### src/rtl/conv2_pkg.sv
// Shared definitions for the conv2 stage-3 pair sequencer: operand/sum widths,
// the sequencer FSM state encoding and a small state-classification helper.
package conv2_pkg;

  localparam int PSUM_W = 14;
  localparam int SUM_W  = 15;

  typedef enum logic [2:0] {
    GET_A     = 3'd0,
    GET_B     = 3'd1,
    ISSUE     = 3'd2,
    WAIT_DONE = 3'd3,
    EMIT      = 3'd4
  } seq_state_t;

  // True while a pair is in flight at the adder, i.e. operands must be driven.
  function automatic logic pair_active(input seq_state_t s);
    return (s == ISSUE) || (s == WAIT_DONE);
  endfunction

endpackage

### src/rtl/conv2_stage3_timeout_ctr.sv
// Watchdog for the stage-3 adder handshake. Counts consecutive cycles spent
// waiting for add_done and flags expiry in the last allowed waiting cycle.
// Only instantiated when CONV2_DONE_TIMEOUT_EN is defined.
module conv2_stage3_timeout_ctr #(
  parameter int unsigned TIMEOUT_CYCLES = 8
) (
  input  logic clk,
  input  logic reset,
  input  logic run,
  output logic expired
);

  localparam int unsigned CNT_W = $clog2(TIMEOUT_CYCLES + 1);

  logic [CNT_W-1:0] count;

  // The TIMEOUT_CYCLES-th waiting cycle without done is the expiry cycle.
  assign expired = run && (count == CNT_W'(TIMEOUT_CYCLES - 1));

  // Count waiting cycles; restart from zero whenever the wait is not active.
  always_ff @(posedge clk or posedge reset) begin
    if (reset) begin
      count <= {CNT_W{1'b0}};
    end else if (!run) begin
      count <= {CNT_W{1'b0}};
    end else if (!expired) begin
      count <= count + {{(CNT_W-1){1'b0}}, 1'b1};
    end else begin
      count <= count;
    end
  end

endmodule

### src/rtl/conv2_stage3_pair_sequencer.sv
// Stage-3 operand issuer / result collector for conv layer 2.
// Pairs incoming 14-bit partial sums in arrival order (padding an odd final
// element with 0), fires a one-cycle enable at the stage-3 adder, captures the
// 15-bit sum on add_done and offers it downstream on a valid/ready port.
// Optional feature macro: CONV2_DONE_TIMEOUT_EN (adder done watchdog with a
// sticky timeout_err flag; without it timeout_err is tied 0).
module conv2_stage3_pair_sequencer
  import conv2_pkg::*;
#(
  parameter int unsigned TIMEOUT_CYCLES = 8
) (
  input  logic              clk,
  input  logic              reset,
  input  logic              in_valid,
  input  logic [PSUM_W-1:0] in_data,
  input  logic              in_last,
  output logic              in_ready,
  output logic              add_enable,
  output logic [PSUM_W-1:0] add_input1,
  output logic [PSUM_W-1:0] add_input2,
  input  logic [SUM_W-1:0]  add_output1,
  input  logic              add_done,
  output logic              out_valid,
  output logic [SUM_W-1:0]  out_data,
  output logic              out_last,
  input  logic              out_ready,
  output logic              timeout_err
);

  seq_state_t        state;
  seq_state_t        state_nxt;
  logic [PSUM_W-1:0] a_r;
  logic [PSUM_W-1:0] b_r;
  logic              pair_last;
  logic [PSUM_W-1:0] a_nxt;
  logic [PSUM_W-1:0] b_nxt;
  logic              last_nxt;
  logic              in_accept;
  logic              capture;
  logic [SUM_W-1:0]  capture_data;
  logic              timeout_expired;

  assign in_accept = in_valid && in_ready;

`ifdef CONV2_DONE_TIMEOUT_EN
  logic timeout_err_r;

  conv2_stage3_timeout_ctr #(
    .TIMEOUT_CYCLES(TIMEOUT_CYCLES)
  ) u_timeout_ctr (
    .clk    (clk),
    .reset  (reset),
    .run    (state == WAIT_DONE),
    .expired(timeout_expired)
  );

  // Sticky error: set when the wait expires without the adder answering.
  always_ff @(posedge clk or posedge reset) begin
    if (reset) begin
      timeout_err_r <= 1'b0;
    end else if ((state == WAIT_DONE) && timeout_expired && !add_done) begin
      timeout_err_r <= 1'b1;
    end else begin
      timeout_err_r <= timeout_err_r;
    end
  end

  assign timeout_err = timeout_err_r;
`else
  assign timeout_expired = 1'b0;
  assign timeout_err     = 1'b0;
`endif

  // Next-state, operand latch and result-capture decisions.
  always_comb begin
    state_nxt    = state;
    a_nxt        = a_r;
    b_nxt        = b_r;
    last_nxt     = pair_last;
    capture      = 1'b0;
    capture_data = {SUM_W{1'b0}};
    case (state)
      GET_A: begin
        if (in_accept) begin
          a_nxt = in_data;
          if (in_last) begin
            // Odd element count: pair the final value with zero.
            b_nxt     = {PSUM_W{1'b0}};
            last_nxt  = 1'b1;
            state_nxt = ISSUE;
          end else begin
            state_nxt = GET_B;
          end
        end else begin
          state_nxt = GET_A;
        end
      end
      GET_B: begin
        if (in_accept) begin
          b_nxt     = in_data;
          last_nxt  = in_last;
          state_nxt = ISSUE;
        end else begin
          state_nxt = GET_B;
        end
      end
      ISSUE: begin
        state_nxt = WAIT_DONE;
      end
      WAIT_DONE: begin
        if (add_done) begin
          capture      = 1'b1;
          capture_data = add_output1;
          state_nxt    = EMIT;
        end else if (timeout_expired) begin
          // Watchdog fired: emit a zero sum but keep the window marker.
          capture      = 1'b1;
          capture_data = {SUM_W{1'b0}};
          state_nxt    = EMIT;
        end else begin
          state_nxt = WAIT_DONE;
        end
      end
      EMIT: begin
        if (out_valid && out_ready) begin
          state_nxt = GET_A;
        end else begin
          state_nxt = EMIT;
        end
      end
      default: begin
        state_nxt = GET_A;
      end
    endcase
  end

  // State, operands and all outputs are registered from the next-state view.
  always_ff @(posedge clk or posedge reset) begin
    if (reset) begin
      state      <= GET_A;
      a_r        <= {PSUM_W{1'b0}};
      b_r        <= {PSUM_W{1'b0}};
      pair_last  <= 1'b0;
      in_ready   <= 1'b0;
      add_enable <= 1'b0;
      add_input1 <= {PSUM_W{1'b0}};
      add_input2 <= {PSUM_W{1'b0}};
      out_valid  <= 1'b0;
      out_data   <= {SUM_W{1'b0}};
      out_last   <= 1'b0;
    end else begin
      state      <= state_nxt;
      a_r        <= a_nxt;
      b_r        <= b_nxt;
      pair_last  <= last_nxt;
      in_ready   <= (state_nxt == GET_A) || (state_nxt == GET_B);
      add_enable <= (state_nxt == ISSUE);
      add_input1 <= pair_active(state_nxt) ? a_nxt : {PSUM_W{1'b0}};
      add_input2 <= pair_active(state_nxt) ? b_nxt : {PSUM_W{1'b0}};
      out_valid  <= (state_nxt == EMIT);
      if (capture) begin
        out_data <= capture_data;
        out_last <= pair_last;
      end else begin
        out_data <= out_data;
        out_last <= out_last;
      end
    end
  end

endmodule

### config.mk
export PLATFORM = sky130hd
export DESIGN_NAME = conv2_stage3_pair_sequencer
export DESIGN_NICKNAME = d
export VERILOG_FILES = /design/src/rtl/conv2_pkg.sv /design/src/rtl/conv2_stage3_timeout_ctr.sv /design/src/rtl/conv2_stage3_pair_sequencer.sv
export SDC_FILE = /design/constraint.sdc
export NUM_CORES = 1
export LEC_CHECK = 0
export CAP_MARGIN = 25
export CELL_PAD_IN_SITES_DETAIL_PLACEMENT = 1
export CELL_PAD_IN_SITES_GLOBAL_PLACEMENT = 1
export CORE_UTILIZATION = 37
export DETAILED_ROUTE_END_ITERATION = 8
export PLACE_DENSITY_LB_ADDON = 0.1
export SLEW_MARGIN = 10
export SYNTH_ARGS = -nofsm -noshare
export SYNTH_HDL_FRONTEND = slang
export SYNTH_SLANG_ARGS = --single-unit
### constraint.sdc
create_clock -name clk -period 3.5 [get_ports clk]
set_input_delay 0.7 -clock clk [delete_from_list [all_inputs] [get_ports clk]]
set_output_delay 0.7 -clock clk [all_outputs]
set_load 0.1 [all_outputs]
* Word level (Yosys, flattened, before mapping)
Cells that the tools add are included.
** Word-level totals
- Bits in registers :: 79
- Logic and storage cells :: 52
- Output and inout port bits :: 48
** Cells by class
- Equality and inequality tests :: 11
- Reductions and logical operators :: 8
- Multiplexer cells :: 22
** Operator list (count)
- $mux W14 :: 7
- $mux W15 :: 2
- $pmux W14 S2 :: 1
- $pmux W3 S5 :: 1
- $eq A3 B2 Y1 const B :: 4
- $mux W3 :: 3
- $eq A3 B1 Y1 const B :: 2
- $eq A3 B3 Y1 const B :: 2
- $logic_not A3 Y1 :: 2
- $ne A2 B2 Y1 const B :: 3
- $mux W1 :: 5
- $mux W2 :: 2
- $reduce_and A4 Y1 :: 1
- $logic_and A1 B1 Y1 :: 2
- $logic_or A1 B1 Y1 :: 2
- $pmux W1 S2 :: 1
- $reduce_bool A2 Y1 :: 1

* Depth between registers and ports, before layout
- Depth in word-level cells :: 6
- Gate-level depth with buffers :: 5
- Depth with buffers taken out :: 3

* Worst setup path after synthesis
No wires, ideal clock.
- Path type :: reg2reg
- Start :: reg in_ready
- End :: reg add_input2[11]
- Arrival :: 1.746 ns
- Path buffers :: 1
- Setup slack :: 1.627 ns
- Cell stages (with the launch flop) :: 5
- Clock period less this slack :: 1.873 ns
- Path through :: dfrtp_1 -> nand4bb_1 -> clkbuf_2 -> o21ai_0 -> a21oi_1
** Between the ends
- Cells in the longest elaborated chain, start to end :: 6
** RTL lines
- start: declaration :: line conv2_stage3_pair_sequencer.sv:17 : output logic in_ready,
- start signal: assignment :: line conv2_stage3_pair_sequencer.sv:156 : in_ready <= (state_nxt == GET_A) || (state_nxt == GET_B);
- $logic_and A1 B1 Y1 * :: line conv2_stage3_pair_sequencer.sv:43 : assign in_accept = in_valid && in_ready;
- $mux W2 or $mux W3 (tied branches) :: line conv2_stage3_pair_sequencer.sv:99, conv2_stage3_pair_sequencer.sv:84
- $pmux W3 S5 :: line conv2_stage3_pair_sequencer.sv:82 : case (state)
- $eq A3 B2 Y1 :: line conv2_pkg.sv:18 : return (s == ISSUE) || (s == WAIT_DONE);
- $logic_or A1 B1 Y1 :: line conv2_pkg.sv:18
- $mux W14 * :: line conv2_stage3_pair_sequencer.sv:159 : add_input2 <= pair_active(state_nxt) ? b_nxt : {PSUM_W{1'b0}};
- end signal: assignment :: line conv2_stage3_pair_sequencer.sv:147 : add_input2 <= {PSUM_W{1'b0}};
- end signal: assignment :: line conv2_stage3_pair_sequencer.sv:159
- end: declaration :: line conv2_stage3_pair_sequencer.sv:20 : output logic [PSUM_W-1:0] add_input2,
Mark *: on every way between the ends. The rest lies on a longest branch, timed or not.
A chain may end at the register's enable or synchronous reset.

* Worst setup path after layout
- Start :: reg out_data[12]
- End :: out out_data[12]
** RTL lines
- start: declaration :: line conv2_stage3_pair_sequencer.sv:24 : output logic [SUM_W-1:0] out_data,
- start signal: assignment :: line conv2_stage3_pair_sequencer.sv:149 : out_data <= {SUM_W{1'b0}};
- start signal: assignment :: line conv2_stage3_pair_sequencer.sv:162 : out_data <= capture_data;
- start signal: assignment :: line conv2_stage3_pair_sequencer.sv:165 : out_data <= out_data;
No word-level cell between the ends.

==> results.ini <==
[synthesis]
synthDistinctLibCells=24
synth_top_cell_area_share=0.673
synthesis.instances=246
post_synth_main_area_contributors=sky130_fd_sc_hd__dfrtp_1 67%, sky130_fd_sc_hd__a21oi_1 4.9%, sky130_fd_sc_hd__o21ai_0 4.9%, sky130_fd_sc_hd__nand3_1 4.8%, sky130_fd_sc_hd__nand2_1 4.0%
netlist_area_um2=2940
yosysTopAreaCell=sky130_fd_sc_hd__dfrtp_1
synth.yosys.warnings=0
average_footprint_of_a_synthesized_cell_um2=11.9
yosys_register_bits=79
yosysSeqAreaShare=0.673
postSynthNetCount=281

[route]
average_wire_length_per_cell_after_detail_routing_um=15.7
remaining_drc_errors=0
detailedRoute.firstPassIterationCount=4
num_vias=2190
drt_iter0_drc=102
routed_wl_mm=6.86
avgViaCountPerCell=5.02
postRouteAntennaNets=0

[cts]
post_cts_buffers=0
root_buffer=sky130_fd_sc_hd__clkbuf_8
cts_hold_repair.buffers=0
clock_latency_ps=350
cts.sinks=79
count_of_instances_resized_after_the_clock_tree_is_built=0
max-clock-path-buffers=2
clk_pin_slew_worst_paths_ps=80
tritoncts.num_buffers=9
clock_tree.htree_level_count=3
tritoncts=done

[critical_path]
critical_path_required_ps=2800
bufs_and_invs_on_worst_path=1
critical_path_peak_fanout=2
list_of_cells_traversed_by_the_critical_path=clkdlybuf4s50_1
critPathSlowestCell=sky130_fd_sc_hd__clkdlybuf4s50_1
crit_arrival_ps=1850
critical_path.top_delay_family=buffers and inverters
critPathCaptureType=primary output
timing.setup.critical_path_class=flip-flop to primary output
critical_path.max_stage_delay_ps=1140
critical_path.startpoint_type=flip-flop

[layout]
nFillCells=841
area_delta_synth_final_pct=38.1
finalNetCount=364
drive_gt1_frac=0.102
layout.cell_area.non_filler_um2=4060
final_util=0.528
insertedDiodeCount=0

[timing]
setup_violations=0
final.min_clock_period_ps=2550
finalHoldViolCount=0
final-max-slew-violation-count=0
setup_ws_ps=954
upper_clock_frequency_limit_mhz=393
period_share=0.728
setup_total_negative_slack_ps=0
worstMarginPinSlew_ps=990
unrepaired_setup_endpoints_after_global_routing=no
timing.max_slew.rel_slack=0.338
finClkSkew_ps=7.34

[global_route]
antenna_found_initial=0
gr-usage-all-layers=0.182
grt_pass1_vias=2280
gr_ovfl_total=0
grt_first_pass_wirelength_mm=11.4
grt_max_degree=31

[placed_design]
gpl.final_weighted_congestion=0.684
io_buffer_count=81
post_place_worst_slack_ps=782
half_perimeter_wire_length_after_detailed_placement_mm=4.50
post_dp_cell_area_um2=3830

[floorplanning]
boundaryPins=83
fp.dieW_um=91.1
count_of_standard_cell_rows=32
core_region_area_um2=7690
start_util=0.382
die_h_um=91.1
die_area_um2=8300

[min_path]
hold_path_class=flip-flop to flip-flop

[job]
max-cap-violations=0

[run_status]
outcome=complete, no violations

==> flip-flops by register name, indices dropped and copies added (netlist names) <==
| register | cells |
|---|---|
| out_data | 15 |
| pair_last | 1 |
| state | 3 |
| add_enable | 1 |
| add_input2 | 14 |
| out_valid | 1 |
| a_r | 14 |
| in_ready | 1 |
| b_r | 14 |
| add_input1 | 14 |
| out_last | 1 |
==> area by class of cell <==
| cell class | count | area, um^2 | area share |
|---|---|---|---|
| Sequential cell | 79 | 1980 | 0.488 |
| Timing Repair Buffer | 88 | 858 | 0.212 |
| Multi-Input combinational cell | 147 | 852 | 0.210 |
| Clock buffer | 13 | 159 | 0.0392 |
| Tap cell | 102 | 128 | 0.0315 |
| Clock inverter | 3 | 65.1 | 0.0160 |
| Inverter | 4 | 16.3 | 0.00401 |
==> final timing paths <==
path / from / end / slack (ps) / cells after the start
max in group asynchronous: reset / add_input2[3]$_DFF_PP0_ / 2070 / 3
max: out_data[12]$_DFFE_PP0P_ / out_data[12] / 950 / 1
max reg2reg: state[1]$_DFF_PP0_ / add_input1[9]$_DFF_PP0_ / 1510 / 4
min reg2reg: b_r[9]$_DFF_PP0_ / b_r[9]$_DFF_PP0_ / 490 / 2
min in group asynchronous: reset / a_r[1]$_DFF_PP0_ / 690 / 2
min: b_r[9]$_DFF_PP0_ / b_r[9]$_DFF_PP0_ / 490 / 2
==> Yosys cell counts <==
master,count
sky130_fd_sc_hd__buf_4,3
sky130_fd_sc_hd__o21ai_1,2
sky130_fd_sc_hd__mux2_2,7
sky130_fd_sc_hd__clkbuf_2,3
sky130_fd_sc_hd__mux2_1,9
sky130_fd_sc_hd__conb_1,1
sky130_fd_sc_hd__a211o_1,2
sky130_fd_sc_hd__nand4bb_1,1
sky130_fd_sc_hd__buf_6,1
sky130_fd_sc_hd__nor2_2,1
sky130_fd_sc_hd__o21ai_0,29
sky130_fd_sc_hd__nand3_1,28
sky130_fd_sc_hd__clkbuf_1,1
sky130_fd_sc_hd__and4bb_1,1
sky130_fd_sc_hd__nor2_1,1
sky130_fd_sc_hd__a32oi_1,1
sky130_fd_sc_hd__a21oi_1,29
sky130_fd_sc_hd__a2bb2oi_2,1
sky130_fd_sc_hd__nand2_1,31
sky130_fd_sc_hd__buf_2,8
sky130_fd_sc_hd__inv_1,4
sky130_fd_sc_hd__dfrtp_1,79
sky130_fd_sc_hd__nor2b_1,2
sky130_fd_sc_hd__nand4b_4,1
==> cells in the final DEF, fill, tap and decap left out, drive strengths merged <==
| cell type | n |
|---|---|
| nand4bb | 1 |
| nor2b | 2 |
| mux2 | 16 |
| a21oi | 29 |
| bufinv | 2 |
| conb | 1 |
| dfrtp | 79 |
| o21ai | 31 |
| and4bb | 1 |
| a32oi | 1 |
| nand2 | 31 |
| nand3 | 28 |
| clkdlybuf4s50 | 79 |
| a2bb2oi | 1 |
| clkinv | 2 |
| clkbuf | 13 |
| a211o | 2 |
| nor2 | 2 |
| nand4b | 1 |
| buf | 9 |
| inv | 3 |
==> stage by stage <==
| stage | hold slack, ps | cells |
|---|---|---|
| after CTS | 494 | 436 |
| final | 492 | 436 |
| after detailed placement | 474 | 420 |
| after global routing | 518 | 436 |
| after global placement | 471 | 420 |
| after floorplan | 451 | 246 |
==> per-layer routing <==
metal / GRT usage / share of wire / wire [um] / vias to the layer above
li1: - / - / - / 1010
met1: 0.239 / 0.46 / 3150 / 1107
met2: 0.280 / 0.47 / 3230 / 62
met3: 0.0461 / 0.048 / 330 / 11
met4: 0.0913 / 0.021 / 142 / 0
met5: 0 / 0 / 0 / -
==> cells by family (layout without fill, tap and decap cells) <==
family | Yosys count | count (layout) | synth area share
compound gates | 64 | 64 | 0.116
simple gates | 66 | 66 | 0.111
flops | 79 | 79 | 0.673
mux | 16 | 16 | 0.0614
other cells | 1 | 1 | 0.00128
buf+inv | 20 | 108 | 0.0366
Power is not shown: default switching activity piles up to over one toggle a cycle in this logic, so the estimate is an artifact.
